## src/rtl/traffic_phase_timer.sv

```systemverilog
// Phase countdown generator for the traffic light FSM: reloads on each light change, decrements per prescaled tick.
// Optional pedestrian green extension is enabled by defining PED_EXTEND_EN.
module traffic_phase_timer #(
  parameter int TICK_DIV    = 1,
  parameter int RED_TIME    = 3,
  parameter int GREEN_TIME  = 3,
  parameter int YELLOW_TIME = 2
`ifdef PED_EXTEND_EN
  ,
  parameter int PED_EXTRA   = 2
`endif
) (
  input  logic       clk,
  input  logic       rst,
  input  logic [2:0] light,
`ifdef PED_EXTEND_EN
  input  logic       ped_req,
`endif
  output logic [3:0] timer,
  output logic       expire,
  output logic       tick,
  output logic       fault
);

  if (TICK_DIV < 1 || TICK_DIV > 65535) begin : g_bad_tick_div
    $error("traffic_phase_timer: TICK_DIV must be 1..65535");
  end
  if (RED_TIME < 1 || RED_TIME > 16 || GREEN_TIME < 1 || GREEN_TIME > 16 ||
      YELLOW_TIME < 1 || YELLOW_TIME > 16) begin : g_bad_phase_time
    $error("traffic_phase_timer: phase times must be 1..16");
  end
`ifdef PED_EXTEND_EN
  if (PED_EXTRA < 1 || PED_EXTRA > 15) begin : g_bad_ped_extra
    $error("traffic_phase_timer: PED_EXTRA must be 1..15");
  end
`endif

  localparam logic [2:0]  RED      = 3'b100;
  localparam logic [2:0]  YELLOW   = 3'b010;
  localparam logic [2:0]  GREEN    = 3'b001;
  localparam logic [15:0] DIV_LAST = 16'(TICK_DIV - 1);

  typedef enum logic [1:0] {COUNT, HOLD, FAULT} state_t;

  state_t      state_q, state_d;
  logic [3:0]  timer_d;
  logic        expire_d;
  logic [2:0]  prev_q, prev_d;
  logic [15:0] div_q, div_d;
  logic        tick_raw;
  logic        legal;
`ifdef PED_EXTEND_EN
  logic        used_q, used_d;
  logic [4:0]  ped_sum;
`endif

  function automatic logic [3:0] load_val(input logic [2:0] l);
    case (l)
      GREEN:   return 4'(GREEN_TIME - 1);
      YELLOW:  return 4'(YELLOW_TIME - 1);
      default: return 4'(RED_TIME - 1);
    endcase
  endfunction

  assign legal    = (light == RED) || (light == YELLOW) || (light == GREEN);
  assign tick_raw = (div_q == DIV_LAST);
  // Gated so tick reads 0 while reset is held, even when TICK_DIV=1.
  assign tick     = rst & tick_raw;
  assign fault    = (state_q == FAULT);

  always_comb begin
    // NOTE: every output of this block gets a default first so no path leaves one unassigned (no latches).
    state_d  = state_q;
    timer_d  = timer;
    expire_d = 1'b0;
    prev_d   = prev_q;
    div_d    = tick_raw ? 16'd0 : div_q + 16'd1;
`ifdef PED_EXTEND_EN
    used_d   = used_q;
    ped_sum  = 5'd0;
`endif
    if (!legal) begin
      state_d = FAULT;
      timer_d = 4'd0;
    end else if (light != prev_q || state_q == FAULT) begin
      // A legal light after FAULT reloads even if it matches prev_light.
      prev_d  = light;
      timer_d = load_val(light);
      div_d   = 16'd0;
      state_d = COUNT;
`ifdef PED_EXTEND_EN
      used_d  = 1'b0;
`endif
    end else if (state_q == COUNT) begin
`ifdef PED_EXTEND_EN
      if (ped_req && prev_q == GREEN && !used_q) begin
        ped_sum = 5'(timer) - 5'((tick_raw && timer != 4'd0) ? 1 : 0) + 5'(PED_EXTRA);
        timer_d = (ped_sum > 5'd15) ? 4'd15 : ped_sum[3:0];
        used_d  = 1'b1;
      end else
`endif
      if (timer == 4'd0) begin
        expire_d = 1'b1;
        state_d  = HOLD;
      end else if (tick_raw) begin
        timer_d = timer - 4'd1;
        if (timer == 4'd1) begin
          expire_d = 1'b1;
          state_d  = HOLD;
        end
      end
    end
  end

  // NOTE: sequential state uses non-blocking assignments so all registers update from the same pre-edge values.
  always_ff @(posedge clk or negedge rst) begin
    if (!rst) begin
      state_q <= COUNT;
      timer   <= 4'(RED_TIME - 1);
      expire  <= 1'b0;
      prev_q  <= RED;
      div_q   <= 16'd0;
`ifdef PED_EXTEND_EN
      used_q  <= 1'b0;
`endif
    end else begin
      state_q <= state_d;
      timer   <= timer_d;
      expire  <= expire_d;
      prev_q  <= prev_d;
      div_q   <= div_d;
`ifdef PED_EXTEND_EN
      used_q  <= used_d;
`endif
    end
  end

endmodule

```

## config.mk

```make
export PLATFORM = sky130hd
export DESIGN_NAME = traffic_phase_timer
export DESIGN_NICKNAME = d
export VERILOG_FILES = /design/src/rtl/traffic_phase_timer.sv
export SDC_FILE = /design/constraint.sdc
export NUM_CORES = 1
export LEC_CHECK = 0
export ABC_AREA = 1
export CORE_MARGIN = 2
export CORE_UTILIZATION = 35
export CTS_BUF_LIST = sky130_fd_sc_hd__clkbuf_8
export CTS_CLUSTER_SIZE = 40
export DETAILED_ROUTE_END_ITERATION = 12
export PLACE_DENSITY = 0.61
export SYNTH_ARGS = -nofsm -noshare
export SYNTH_HDL_FRONTEND = slang
export SYNTH_SLANG_ARGS = --single-unit
```

## constraint.sdc

```tcl
create_clock -name clk -period 2.5 [get_ports clk]
set_clock_uncertainty 0.05 [all_clocks]
set_input_delay 0.75 -clock clk [delete_from_list [all_inputs] [get_ports clk]]
set_output_delay 0.75 -clock clk [all_outputs]
set_load 0.01 [all_outputs]
```

[Yosys cells after proc, flatten, opt, wreduce, memory -nomap -nowiden]
Cells that the tools add are included.
Storage, ports and cells
  flip-flop bits (word level): 26
  output and inout bits: 7
  bits of input ports: 5
Operators by class
  muxes and demuxes: 21
  bitwise logic cells: 1
  $add $sub $neg: 2
  equal/unequal tests: 11
  reductions and logical operators: 9
Operator list (number)
  two-way mux 16 bit: 3
  two-way mux 4 bit: 5
  adder 16 x 1 -> 16 bit, second input constant: 1
  zero test 16 bit: 1
  two-way mux 2 bit: 7
  two-way mux 1 bit: 6
  AND reduction 3 bit: 2
  equality test 4 x 1 -> 1 bit, second input constant: 1
  zero test 4 bit: 1
  inequality test 4 x 1 -> 1 bit, second input constant: 1
  inequality test 4 x 2 -> 1 bit, second input constant: 1
  subtractor 4 x 1 -> 4 bit, second input constant: 1
  equality test 3 x 1 -> 1 bit, second input constant: 1
  equality test 3 x 2 -> 1 bit, second input constant: 1
  equality test 3 bit, second input constant: 1
  logical OR 1 bit: 3
  inequality test 3 x 1 -> 1 bit, second input constant: 1
  inequality test 3 x 2 -> 1 bit, second input constant: 1
  inequality test 3 bit: 1
  inequality test 3 bit, second input constant: 1
  equality test 2 bit, second input constant: 1
  zero test 2 bit: 1
  AND reduction 2 bit: 1
  bitwise AND 1 bit: 1

[Longest topological paths before layout]
  depth after elaboration: 7
  mapped depth: 9
  depth with buffers taken out: 9

[Least setup slack after synthesis]
No wires, ideal clock.
  kind: flip-flop to output port
  start: reg div_q[0]
  end: out tick
  stages on the path, launching flop included: 7
  buffers on the path: 0
  path slack: 585 ps
  arrival time: 1115 ps
  required time: 1700 ps
  cell sequence: dfrtp_1 > inv_1 > ha_1 > nand3_1 > nor2_1 > nand2_1 > nor2_1
On the way
  cells in the longest elaborated chain, start to end: 2
RTL lines
  start: declaration: line 49  | logic [15:0] div_q, div_d;
  start signal: assignment: line 131  | div_q <= div_d;
  zero test 16 bit: line 66  | assign tick_raw = (div_q == DIV_LAST);
  bitwise AND 1 bit: line 68  | assign tick = rst & tick_raw;
  end: declaration: line 21  | output logic tick,
Every way passes these cells.

[Final worst setup path]
  start: in rst
  end: out tick
On the way
  cells in the longest elaborated chain, start to end: 1
RTL lines
  start: declaration: line 14  | input logic rst,
  bitwise AND 1 bit: line 68
Every way passes these cells.

==> PnR_summary.wiki <==
{| class="wikitable"
! Metric !! Value
|-
| WP data required || 1700 ps
|-
| Total count of max-transition violations in the final report || 0
|-
| Top FF cell, synth || sky130_fd_sc_hd__dfrtp_1
|-
| Netlist area before placement || roughly 1600 sq um
|-
| Category of the worst setup path launch point || primary input
|-
| H-tree depth reported by CTS || 1
|-
| Top fanout value on the critical path || 2
|-
| Core utilization of the finished layout || 43.0%
|-
| Port Buffers || 11
|-
| Total area of multi-input combinational cells || 831 sq um
|-
| Number of nets with antenna violations after detailed routing || 0
|-
| Worst Hold Path Cells || 2
|-
| Mapped Nets || 227
|-
| Total of fill cells in the finished design || 445
|-
| Setup slack on the worst flop-to-flop path || 830 ps
|-
| Asr flop ratio synth || 100%
|-
| Synthesized instance count || 218
|-
| Total number of nets in the final design || 247
|-
| Synthesis Warnings || 0
|-
| Num ports || 12
|-
| Number of vias per cell after detailed routing || roughly 4.8
|-
| Wire length of the first global-routing pass || 5870 microns
|-
| Via Count || 1374
|-
| Most frequent standard cell in the layout excluding fill and tap cells || sky130_fd_sc_hd__nand2_1
|-
| Clock latency reported for the late side of the worst-skew pair || 270 ps
|-
| Power consumption || 0.952 mW
|-
| Growth of design area from synthesis to finish || 16.8%
|-
| Reg-to-reg endpoint || timer[2]$_DFFE_PN0P_
|-
| Number of antenna repair diodes || 0
|-
| Leakage power total || about 0.86 nW
|-
| Worst hold path type || reg2reg
|-
| Sequential element share of the synthesized area || between 40% and 50%
|-
| Worst slew slack as a fraction of its limit || between 70% and 80%
|-
| Horizontal die dimension || 72.1 microns
|-
| Setup repair after global routing missed its margin || false
|-
| Deepest clock path buffer count || 2
|-
| Final-layout worst hold slack || 449 ps
|-
| Crit path kind || in2out
|-
| Sum of overflow across all layers after global routing || 0
|-
| GRT Overall Usage || 14.3%
|-
| Synthesized area per cell || 7.46 sq um
|-
| Detailed Route Iter0 Violations || 35
|-
| Clock sink count || 26
|-
| Num rows || 24
|-
| Share of cells above drive strength 1 || 15.2%
|-
| Dpl hpwl || roughly 2500 microns
|-
| Endpoints failing hold || 0
|-
| Worst ir drop on vdd || 284 uV
|-
| Number of enable-type register cells in the synthesized netlist || 0
|-
| CP Capture Type || output port
|-
| Data arrival time of the worst path || 1540 ps
|-
| Buffer type at the clock tree root || sky130_fd_sc_hd__clkbuf_8
|-
| Worst hold path startpoint || timer[1]$_DFFE_PN1P_
|-
| Routed wire length || roughly 3300 microns
|-
| Final routed DRC violation total || 0
|-
| Endpoints failing setup || 0
|-
| Tcrit/Tclk final || 93.7%
|-
| Clock buffer count from CTS || 3
|-
| Sequential cell area in the final layout || roughly 650 sq um
|-
| Antenna violations before repair || 0
|-
| First-pass iteration count of the detailed router || 4
|-
| Count of buffers added by post-CTS timing repair for setup || 0
|-
| Area of the die || ~5200 sq um
|-
| Total power density per cell area || 502 nW/um^2
|-
| Maximum number of pins on one net before global-route repair || 27
|-
| Final min period || 2340 ps
|-
| Most frequent cells in the layout || sky130_fd_sc_hd__nand2_1 (44), sky130_fd_sc_hd__inv_1 (34), sky130_fd_sc_hd__nor2_1 (29), sky130_fd_sc_hd__dfrtp_1 (24), sky130_fd_sc_hd__nand3_1 (22)
|-
| Via count of the first global-routing pass || 1301
|-
| Clk slew on worst S/H paths || 90 ps
|-
| Count of state elements after synthesis || 26
|-
| Height of the die || 72.1 microns
|-
| Placer Congestion || slightly below 0.9
|-
| Length in cells of the worst reg-to-reg path || 9
|-
| WL/cell || 11.4 microns
|-
| Core area || 4410 sq um
|-
| Worst Hold End || timer[1]$_DFFE_PN1P_
|-
| Worst reg2reg path startpoint || timer[1]$_DFFE_PN1P_
|-
| # Max-Cap Violations || 0
|-
| Outcome || finished, final reports clean
|-
| Max Fclk || about 430 MHz
|-
| Starting density of the core || 36.8%
|-
| Yosys cell types || 26
|-
| Actual slew at the worst max-slew pin || 338 ps
|-
| CTS tree || done
|}
[worst max-delay path, cell delays in order]
cell and delay (ps):
sky130_fd_sc_hd__clkdlybuf4s50_1 480, sky130_fd_sc_hd__inv_1 60, sky130_fd_sc_hd__nor2_2 110, sky130_fd_sc_hd__buf_2 140
[registers in the layout, indices dropped and copies added, names as in the netlist]
signal   count
timer        4
prev_q       3
state_q      2
div_q       16
expire       1
[what timing repair did]
item / in CTS / in global routing
hold buffers: 0 / 0
gates resized for setup: 3 / 3
setup endpoints to repair: 1 / 1
[logic make-up after synthesis]
family | share of synthesized area, %
AO/OA/AOI/OAI | 6.31
XOR/XNOR | 1.08
adder cells (fa/ha/maj) | 3.08
buffers and inverters | 9.01
flip-flops | 40.2
AND/OR/NAND/NOR | 40.3
[worst max-delay path by stage]
| stage | slack, ps | cells after the start | start | to |
|---|---|---|---|---|
| 4_1_cts | 10 | 4 | rst | tick |
| 6_report | 160 | 4 | rst | tick |
| 2_1_floorplan | 580 | 6 | div_q[0]$_DFF_PN0_ | tick |
| 3_5_place_dp | -300 | 4 | rst | tick |
| 3_3_place_gp | -300 | 4 | rst | tick |
| 5_1_grt | 90 | 4 | rst | tick |
[cell type report]
type	instances	area share [%]
multi-input combinational	155	43.8
sequential	26	34.4
timing repair buffer	16	7.51
inverter	36	7.12
tap	52	3.43
clock buffer	3	2.18
clock inverter	1	1.58
[routing by layer]
layer	routed length [microns]	track usage (%)	up-vias	part of all wire, %
met5	0	0	-	0
met4	70	6.92	0	2.1
met3	59	1.25	4	1.8
met2	1500	21.3	15	46
met1	1660	20.9	626	50
li1	-	-	729	-
[metrics by stage]
stage	instances	instance area [sq um]	TNS, ps	worst slack, ps
after global routing	289	1900	0	92.8
after CTS	289	1900	0	11.3
final	289	1900	0	158
after global placement	285	1830	-301	-301
after detailed placement	285	1830	-303	-303
after floorplan	218	1630	0	585
[cell usage after synthesis (all sizes together) (2+ instances only)]
master  number  area, sq um
nor3b        7         67.6
dfrtp       24          601
nand2       53          236
nor2        35          160
ha           4         50.1
o21ai        8         43.8
nand4        4         25.0
xor2         2         17.5
nand3       22          110
a21oi        9         45.0
dfstp        2         52.6
nor3         8         50.1
inv         36          135
[where the power goes]
group	total [mW]	switching [mW]	internal [mW]
combinational	0.151	0.0939	0.0572
clock	0.348	0.133	0.214
sequential	0.453	0.0130	0.440
(Power assumes the default switching activity.)
